$ cat config.mk
export PLATFORM = sky130hd
export DESIGN_NAME = systolic_job_scheduler
export DESIGN_NICKNAME = d
export VERILOG_FILES = /design/src/rtl/systolic_job_scheduler.sv
export SDC_FILE = /design/constraint.sdc
export NUM_CORES = 1
export LEC_CHECK = 0
export ABC_AREA = 1
export CORE_ASPECT_RATIO = 0.9
export CORE_UTILIZATION = 44
export CTS_CLUSTER_SIZE = 20
export DETAILED_ROUTE_END_ITERATION = 7
export PLACE_DENSITY = 0.86
export SLEW_MARGIN = 20
export SYNTH_ARGS = -nofsm -noshare
export SYNTH_HDL_FRONTEND = slang
export SYNTH_SLANG_ARGS = --single-unit
$ cat constraint.sdc
create_clock -name clk -period 3.7 [get_ports clk]
set_input_delay 0.555 -clock clk [delete_from_list [all_inputs] [get_ports clk]]
set_output_delay 0.555 -clock clk [all_outputs]
set_load 0.1 [all_outputs]
$ cat src/rtl/systolic_job_scheduler.sv
// Round-robin job scheduler in front of a shared 2x2 systolic matmul array.
// Latches one job's operands, times the array window and returns a tagged result.
module systolic_job_scheduler #(
  parameter int NREQ         = 2,
  parameter int DATA_WIDTH   = 4,
  parameter int ACC_WIDTH    = 9,
  parameter int LOAD_CYCLES  = 6,
  parameter int TIMEOUT      = 32,
  parameter int DRAIN_CYCLES = 2,
  parameter int IDW          = 1
) (
  input  logic                         clk,
  input  logic                         rstn,
  input  logic [NREQ-1:0]              req_valid,
  output logic [NREQ-1:0]              req_ready,
  input  logic [NREQ*4*DATA_WIDTH-1:0] req_a,
  input  logic [NREQ*4*DATA_WIDTH-1:0] req_b,
  output logic                         arr_in_valid,
  output logic [4*DATA_WIDTH-1:0]      arr_a,
  output logic [4*DATA_WIDTH-1:0]      arr_b,
  input  logic                         arr_out_valid,
  input  logic [4*ACC_WIDTH-1:0]       arr_c,
  output logic                         rsp_valid,
  input  logic                         rsp_ready,
  output logic [IDW-1:0]               rsp_id,
  output logic [4*ACC_WIDTH-1:0]       rsp_c,
  output logic                         rsp_err,
  output logic                         busy
);

  // state | meaning
  // IDLE  | waiting for a request, grants combinationally
  // LOAD  | array in_valid held, result capture not yet armed
  // WAIT  | in_valid held, capturing on out_valid or timing out
  // RESP  | response presented until rsp_ready
  // DRAIN | in_valid low so the array empties before the next grant
  typedef enum logic [2:0] {S_IDLE, S_LOAD, S_WAIT, S_RESP, S_DRAIN} state_t;

  localparam int OPW = 4*DATA_WIDTH;
  localparam int RW  = 4*ACC_WIDTH;
  localparam logic [7:0] LOAD_LAST  = 8'(LOAD_CYCLES-1);
  localparam logic [7:0] TO_LAST    = 8'(TIMEOUT-1);
  localparam logic [7:0] DRAIN_LAST = 8'(DRAIN_CYCLES-1);

  state_t          state_q, state_d;
  logic [IDW-1:0]  rr_q, rr_d, id_q, id_d;
  logic [7:0]      cnt_q, cnt_d;
  logic [OPW-1:0]  a_q, a_d, b_q, b_d;
  logic [RW-1:0]   c_q, c_d;
  logic            err_q, err_d;

  logic [NREQ-1:0] req_rot, grant_vec;
  logic            grant_any;
  logic [IDW-1:0]  grant_idx, rr_next;
  int              grant_off, grant_sum, next_sum;

  // Rotate so bit 0 is the requester at the pointer; lowest set bit wins.
  always_comb begin
    req_rot   = NREQ'({req_valid, req_valid} >> rr_q);
    grant_any = 1'b0;
    grant_off = 0;
    for (int i = NREQ-1; i >= 0; i--) begin
      if (req_rot[i]) begin
        grant_any = 1'b1;
        grant_off = i;
      end
    end
    grant_sum = int'(rr_q) + grant_off;
    if (grant_sum >= NREQ) grant_sum = grant_sum - NREQ;
    next_sum = grant_sum + 1;
    if (next_sum >= NREQ) next_sum = 0;
    grant_idx = IDW'(grant_sum);
    rr_next   = IDW'(next_sum);
  end

  always_comb begin
    state_d   = state_q;
    rr_d      = rr_q;
    id_d      = id_q;
    cnt_d     = cnt_q;
    a_d       = a_q;
    b_d       = b_q;
    c_d       = c_q;
    err_d     = err_q;
    grant_vec = '0;
    case (state_q)
      S_IDLE: begin
        if (grant_any) begin
          grant_vec = NREQ'(1) << grant_idx;
          a_d       = req_a[grant_idx*OPW +: OPW];
          b_d       = req_b[grant_idx*OPW +: OPW];
          id_d      = grant_idx;
          rr_d      = rr_next;
          cnt_d     = '0;
          state_d   = S_LOAD;
        end
      end
      S_LOAD: begin
        if (cnt_q == LOAD_LAST) begin
          cnt_d   = '0;
          state_d = S_WAIT;
        end else begin
          cnt_d = cnt_q + 8'd1;
        end
      end
      S_WAIT: begin
        if (arr_out_valid) begin
          c_d     = arr_c;
          err_d   = 1'b0;
          state_d = S_RESP;
        end else if (cnt_q == TO_LAST) begin
          c_d     = '0;
          err_d   = 1'b1;
          state_d = S_RESP;
        end else begin
          cnt_d = cnt_q + 8'd1;
        end
      end
      S_RESP: begin
        if (rsp_ready) begin
          cnt_d   = '0;
          state_d = S_DRAIN;
        end
      end
      S_DRAIN: begin
        if (cnt_q == DRAIN_LAST) state_d = S_IDLE;
        else                     cnt_d   = cnt_q + 8'd1;
      end
      default: state_d = S_IDLE;
    endcase
  end

  always_ff @(posedge clk or negedge rstn) begin
    if (!rstn) begin
      state_q <= S_IDLE;
      rr_q    <= '0;
      id_q    <= '0;
      cnt_q   <= '0;
      a_q     <= '0;
      b_q     <= '0;
      c_q     <= '0;
      err_q   <= 1'b0;
    end else begin
      state_q <= state_d;
      rr_q    <= rr_d;
      id_q    <= id_d;
      cnt_q   <= cnt_d;
      a_q     <= a_d;
      b_q     <= b_d;
      c_q     <= c_d;
      err_q   <= err_d;
    end
  end

  // Grant is combinational from IDLE, so mask it while reset is held.
  assign req_ready    = rstn ? grant_vec : '0;
  assign arr_in_valid = (state_q == S_LOAD) || (state_q == S_WAIT);
  assign rsp_valid    = (state_q == S_RESP);
  assign busy         = (state_q != S_IDLE);
  assign arr_a        = a_q;
  assign arr_b        = b_q;
  assign rsp_id       = id_q;
  assign rsp_c        = c_q;
  assign rsp_err      = err_q;

endmodule

==> Word level (Yosys, flattened, before mapping) <==
Cells that the tools add are included.
{ "totals": {"regBits": 82, "latch_bits": 0, "ramBits": 0, "romBits": 0, "out_inout_bits": 75, "mem_count": 0} }
{ "op_classes": {"addsub": 4, "mul": 0, "div_mod_pow": 0, "order_cmp": 2, "n_eq_ne": 15, "shift": 4, "n_mux": 27, "bitwise": 0, "reduce_logical": 9} }
{ "ops": {"columns": ["op", "n"], "rows": [
  ["two-way mux 36 bit", 2],
  ["greater-or-equal comparator 32 x 3 -> 1 bit, second input constant", 2],
  ["two-way mux 32 bit", 2],
  ["indexed part select 32 x 6 -> 16 bit", 2],
  ["two-way mux 8 bit", 6],
  ["one-hot mux 8 bit (5 select lines)", 1],
  ["adder 2 x 32 -> 32 bit", 1],
  ["adder 32 x 2 -> 32 bit, second input constant", 1],
  ["subtractor 32 x 3 -> 32 bit, second input constant", 1],
  ["two-way mux 3 bit", 6],
  ["one-hot mux 3 bit (5 select lines)", 1],
  ["inequality test 2 bit, second input constant", 6],
  ["adder 8 x 1 -> 8 bit, second input constant", 1],
  ["equality test 8 x 1 -> 1 bit, second input constant", 1],
  ["equality test 8 x 3 -> 1 bit, second input constant", 1],
  ["equality test 8 x 5 -> 1 bit, second input constant", 1],
  ["equality test 3 x 2 -> 1 bit, second input constant", 2],
  ["two-way mux 1 bit", 6],
  ["two-way mux 2 bit", 3],
  ["AND reduction 6 bit", 1],
  ["AND reduction 5 bit", 1],
  ["nonzero test 5 bit", 1],
  ["AND reduction 2 bit", 2],
  [">> shifter 4 x 1 -> 2 bit", 1],
  ["9 further kinds", 9]
]} }

==> Longest topological paths before layout <==
Gate-level depths: netlist of run 1.
{ "depth": {"ltp_word": 10, "ltp_mapped": 10} }

==> Worst setup path before layout of run 1 <==
Ideal clock, no wire load.
{ "synth_path": {"path_type": "input-to-output", "from": "in req_valid[0]", "to": "out req_ready[0]", "arrival_time_ns": 2.583, "slack_ns": 0.562, "cell_stages": 6, "n_path_buf": 1, "cell_sequence": "inv_1 -> maj3_1 -> nor2_4 -> buf_2 -> inv_2 -> nor2_1"} }
{ "synth_between": {"elab_chain_cells": 10, "word_cells_on_any_way": 13, "classes_between": "add/sub (2); order compare (1); shift (2); mux (8)"} }
{ "synth_rtl": {"columns": ["element", "line_no", "rtl"], "rows": [
  ["start, declared", "14", "input logic [NREQ-1:0] req_valid,"],
  [">> shifter 4 x 1 -> 2 bit (*)", "59", "req_rot = NREQ'({req_valid, req_valid} >> rr_q);"],
  ["two-way mux 1 bit", "63", "if (req_rot[i]) begin"],
  ["two-way mux 32 bit", "63", null],
  ["adder 2 x 32 -> 32 bit", "68", "grant_sum = int'(rr_q) + grant_off;"],
  ["subtractor 32 x 3 -> 32 bit or greater-or-equal comparator 32 x 3 -> 1 bit (tied branches)", "69", "if (grant_sum >= NREQ) grant_sum = grant_sum - NREQ;"],
  ["two-way mux 32 bit", "69", null],
  ["left shift 1 x 1 -> 2 bit", "89", "grant_vec = NREQ'(1) << grant_idx;"],
  ["two-way mux 2 bit (*)", "88", "if (grant_any) begin"],
  ["two-way mux 2 bit (*)", "86", "case (state_q)"],
  ["two-way mux 2 bit (*)", "156", "assign req_ready = rstn ? grant_vec : '0;"],
  ["end, declared", "15", "output logic [NREQ-1:0] req_ready,"]
]} }
Mark *: on every way between the ends. The rest lies on a longest branch, timed or not.

==> Worst setup path in the final report of run 1 <==
Ends and elaborated chain as after synthesis.

==> results of run 1 <==
critical path, stage by stage:
cell and delay (ps):
clkdlybuf4s50_1 480, nor2_1 60, inv_1 110, nand3_4 350, nor2_4 240, inv_2 50
nor2_1 210, buf_12 210
synth_stat cells:
cell and n:
nor2_1 19, nor2_2 5, o21ai_1 1, maj3_1 1, nor3_1 1, xor2_1 1, buf_1 2, nand4_1 2
nand3b_1 1, buf_2 4, nand3_2 1, nand3_4 1, dfrtp_1 82, a21oi_1 4, o21ai_2 1, o21ai_0 3
nor2_4 1, buf_4 9, nand2_2 1, o21bai_1 3, inv_1 17, clkbuf_1 1, nor3_2 1, nand3_1 46
ha_1 2, nand2_1 274, inv_2 7
how the worst max path moves through the flow:
stage,endpoint,slack [ps],depth (start not counted)
after floorplan,req_ready[0],560,6
after global placement,req_ready[0],950,8
after detailed placement,req_ready[0],840,8
after CTS,req_ready[0],850,8
after global routing,req_ready[0],740,8
final,req_ready[0],860,8
routing by layer:
metal | wire [µm] | share of wire, % | GRT usage (%)
met5 | 0 | 0 | 0
met1 | 4170 | 39 | 27.3
met3 | 875 | 8.3 | 6.69
met4 | 329 | 3.1 | 9.31
met2 | 5180 | 49 | 42.8
layout make-up:
cell class | count | area (µm²) | share of cell area [%]
repair buffers | 182 | 1820 | 30.8
inverters | 24 | 90.1 | 1.53
clock inverters | 6 | 115 | 1.95
multi-input cells | 369 | 1560 | 26.4
clock buffers | 9 | 124 | 2.10
flip-flops and latches | 82 | 2050 | 34.8
well taps | 115 | 144 | 2.44
flip-flops by register name, summed over array words and instances, names as in the netlist:
signal,flops
rsp_c,36
arr_a,16
arr_b,16
cnt_q,8
state_q,3
rr_q,1
rsp_err,1
rsp_id,1
cells by family (layout without fill, tap and decap cells):
kind of cell	after synthesis	in the layout	share of synthesized area [%]
DFF	82	82	54.0
adders and majority gates	3	3	0.922
xor gates and xnor gates	1	1	0.231
buffers and inverters	40	221	4.98
AOI/OAI and AO/OA	12	12	1.88
and+or+nand+nor	353	353	38.0
per-stage QoR:
stage | hold slack (ps) | util (%) | setup WS [ps] | cell area, µm² | instances
detailed placement | 458 | 68.9 | 839 | 5660 | 772
finish | 120 | 71.8 | 861 | 5900 | 787
floorplan | 259 | - | 562 | 3800 | 491
CTS | 118 | 71.8 | 851 | 5900 | 787
global route | 128 | 71.8 | 742 | 5900 | 787
global placement | 453 | 68.9 | 952 | 5660 | 772
==> results.py, run 1 <==
metrics = {
    "yosys": {
        "synth_top_area_cell": "dfrtp_1",
        "synthTopCellsByArea": "dfrtp_1 54%, nand2_1 27%, nand3_1 6.1%",
        "synth_cell_types": 27,
        "ys_seq_area_share_pct": 54.0,
        "ys.warnings.count": 0,
        "synth_cells": 491,
        "synth_area_per_cell_um2": 7.73,
        "netlist_area_mm2": 0.00380,
        "synth_top_area_share_pct": 54.0,
        "syn_nets": 599,
        "ys_ff_latch": 82,
    },
    "placement": {
        "globalplace.congestion": 0.888,
        "hpwl_mm": 7.66,
        "portBuffers": 180,
    },
    "floorplan": {
        "io_pins": 181,
        "dieHeight_um": 90.1,
        "die_area_mm2": 0.00901,
        "fp.dieW_um": 99.9,
        "num_rows": 31,
        "initial_core_util_pct": 46.2,
        "core_mm2": 0.00822,
    },
    "setup_path": {
        "r2r_cells": 9,
        "regToRegSetupSlack_ps": 1540,
        "cp.required_ps": 3140,
        "worstPathArrival_ps": 2280,
        "path_class": "input port to output pin",
        "worstReg2RegEnd": "cnt_q[6]$_DFFE_PN0P_",
        "end_kind": "output pin",
        "timing.rr.start": "cnt_q[0]$_DFFE_PN0P_",
        "startpoint": "req_valid[0]",
        "path_max_fanout": 36,
        "cp-start-kind": "input port",
    },
    "finish": {
        "final_cell_mix": "274 x nand2_1, 176 x clkdlybuf4s50_1, 82 x dfrtp_1",
        "fillCellCount": 648,
        "syn_to_final_growth_pct": 55.4,
        "fin_nets": 776,
        "drive_gt1_share_pct": 5.80,
        "diodes": 0,
        "mostFrequentLayoutCell": "nand2_1",
    },
    "global_routing": {
        "antenna_found_initial": 0,
        "overflow": 0,
        "grt_max_degree": 57,
        "track_usage_pct": 24.1,
        "grt_pass1_vias": 3784,
        "grt_pass1_wl_mm": 17.2,
    },
    "sta": {
        "post-route-min-period_ps": 2840,
        "hold_viol_final": 0,
        "maxSlewHeadroom_pct": 31.7,
        "setup_viol": 0,
        "worst_pin_slew_ps": 1020,
        "setup_tns_ps": 0,
        "timing.fmax_mhz": 352,
        "fin_skew_ps": 7.82,
        "drv_slew": 0,
        "grt_setup_unrepaired": "no",
        "fin_crit_sh_pct": 76.7,
    },
    "run_status": {
        "status": "complete, no violations",
    },
    "route": {
        "drc_errors": 0,
        "wl_per_cell_um": 13.4,
        "vias_per_cell": 4.84,
        "drt_first_iter_violations": 117,
        "vias": 3812,
        "wirelength_mm": 10.6,
        "ant_nets": 0,
        "first_pass_iters": 4,
    },
    "clock_network": {
        "postCtsSetupBuffers": 0,
        "clk_pin_slew_ps": 90,
        "cts_sinks": 82,
        "clockBufferDepth": 2,
        "clk_latency_ps": 350,
        "cts_max_level": 3,
        "cts_resized": 0,
        "cts_tree": "yes",
        "cts_made_buffers": 9,
        "clockRootBuffer": "clkbuf_8",
        "cts.hold.buffers_added": 0,
    },
    "flow_run": {
        "drv_cap": 0,
    },
    "worst_hold_path": {
        "hp-class": "input port to async pin",
    },
}
Power of run 1 is left out: the tool's default activity adds up to more than one toggle a clock period on the data nets, which glitch-free logic cannot reach.
==> run 2: changes to the inputs <==
CORE_UTILIZATION = 41   (was 44)
PLACE_DENSITY = 0.8   (was 0.86)
clock period = 2.9 ns   (was 3.7 ns; I/O delays follow)
==> run 2 against run 1 <==
Critical path depth is 1 lower. Register-to-register slack worse by 510 ps. Hold slack worse by 95 ps. Routed wire length is 1.7% higher. Via count is 1.0% lower. First-iteration DRC count is 12% lower. Sequential share of layout area is 1.1 points higher. Non-clock buffer count is 2 higher. Clock skew is 4.7 ps higher. Critical path type unchanged. Largest cell class unchanged.
==> results.py, run 2 (synthesis gave the netlist of run 1 again) <==
metrics = {
    "floorplan": {
        "core_mm2": 0.00877,
        "die_area_mm2": 0.00965,
        "io_pins": 181,
        "initial_core_util_pct": 43.3,
        "dieHeight_um": 93.3,
        "fp.dieW_um": 103,
        "num_rows": 32,
    },
    "finish": {
        "fillCellCount": 718,
        "syn_to_final_growth_pct": 50.6,
        "diodes": 0,
        "fin_nets": 778,
        "largest_reg_flops": 36,
        "mostFrequentLayoutCell": "nand2_1",
        "drive_gt1_share_pct": 16.7,
        "final_cell_mix": "274 x nand2_1, 104 x clkdlybuf4s50_1, 82 x dfrtp_1",
    },
    "sta": {
        "timing.fmax_mhz": 424,
        "whs_ps": 25.4,
        "setup_viol": 0,
        "worst_pin_slew_ps": 610,
        "setup_tns_ps": 0,
        "fin_skew_ps": 12.5,
        "hold_viol_final": 0,
        "drv_slew": 0,
        "maxSlewHeadroom_pct": 59.3,
        "grt_setup_unrepaired": "no",
        "post-route-min-period_ps": 2360,
        "fin_crit_sh_pct": 81.3,
    },
    "setup_path": {
        "worst_path_dominant_cell_family": "buffers and inverters",
        "cp_slowest_cell": "clkdlybuf4s50_1",
        "end_kind": "output pin",
        "path_depth": 7,
        "path_class": "input port to output pin",
        "crit_chain": "clkdlybuf4s50_1 > inv_1 > maj3_1 > nor2_4 > inv_2 > nor2_1 > buf_12",
        "cpPeakStageDelay_ps": 480,
        "cp.required_ps": 2470,
        "r2r_cells": 9,
        "path_max_fanout": 2,
        "cp-start-kind": "input port",
        "crit_buf_inv": 4,
        "worstPathArrival_ps": 1920,
    },
    "route": {
        "first_pass_iters": 4,
        "vias_per_cell": 4.75,
        "drc_errors": 0,
        "drt_first_iter_violations": 103,
        "vias": 3772,
        "wl_per_cell_um": 13.5,
        "ant_nets": 0,
        "wirelength_mm": 10.7,
    },
    "global_routing": {
        "track_usage_pct": 23.0,
        "grt_pass1_vias": 3631,
        "grt_max_degree": 51,
        "overflow": 0,
        "grt_pass1_wl_mm": 17.2,
        "antenna_found_initial": 0,
    },
    "clock_network": {
        "cts.hold.buffers_added": 0,
        "clk_latency_ps": 330,
        "cts_max_level": 3,
        "postCtsSetupBuffers": 0,
        "clockRootBuffer": "clkbuf_8",
        "cts_resized": 0,
        "clk_pin_slew_ps": 90,
        "cts_made_buffers": 9,
        "cts_tree": "yes",
        "cts_sinks": 82,
        "clockBufferDepth": 2,
    },
    "worst_hold_path": {
        "hp-class": "input port to async pin",
    },
    "placement": {
        "hpwl_mm": 8.01,
        "portBuffers": 180,
        "globalplace.congestion": 0.941,
    },
    "run_status": {
        "status": "complete, no violations",
    },
    "flow_run": {
        "drv_cap": 0,
    },
}
-- run 2: cell types whose count changed in the layout (fill, tap and decap cells not counted), sizes merged --
cell / previous run / this run
buf: 6 / 80
clkdlybuf4s50: 176 / 104
inv: 25 / 24
clkbuf: 9 / 12
bufinv: 3 / 1
clkinvlp: 1 / 2
-- run 2: worst paths after layout --
| kind | slack (ps) | end | start |
|---|---|---|---|
| worst min-delay path | 30 | state_q[0]$_DFFE_PN0P_ | rstn |
| min in group clk | 480 | rsp_c[22]$_DFFE_PN0P_ | rsp_c[22]$_DFFE_PN0P_ |
| worst max-delay path | 540 | req_ready[0] | req_valid[0] |
| worst max register to register | 1030 | rsp_c[16]$_DFFE_PN0P_ | cnt_q[0]$_DFFE_PN0P_ |
| max in group asynchronous | 1890 | rsp_c[29]$_DFFE_PN0P_ | rstn |
| worst min register to register | 480 | rsp_c[22]$_DFFE_PN0P_ | rsp_c[22]$_DFFE_PN0P_ |
-- run 2: metrics by stage --
step                      std cells  utilization (%)  worst slack (ps)  area [µm²]
after floorplan                 491                -              2.05        3800
after global placement          778             62.9               610        5510
after detailed placement        778             62.9               536        5510
after CTS                       794             65.2               533        5720
after global routing            794             65.2               479        5720
final                           794             65.2               541        5720
-- run 2: layer usage --
layer,vias up,routed length (µm),GRT usage [%]
met5,-,0,0
met4,0,261,8.57
met3,20,821,5.01
met2,130,5200,39.7
met1,1743,4450,27.7
li1,1879,-,-
-- run 2: worst reg2reg max path, delay by kind of cell, from the launching register on --
family | cells | cell delay (ps)
buffers and inverters | 1 | 300
DFF | 1 | 430
and+or+nand+nor | 7 | 820
adders and majority gates | 1 | 210
-- run 2: layout make-up --
type                            instances  area (µm²)  share of cell area [%]
Clock buffer                           12         155                    2.71
Clock inverter                          4        50.0                   0.875
Inverter                               24        90.1                    1.58
Multi-Input combinational cell        369        1560                    27.2
Sequential cell                        82        2050                    35.9
Tap cell                              119         149                    2.60
Timing Repair Buffer                  184        1670                    29.1
Power of run 2 is left out for the same reason.
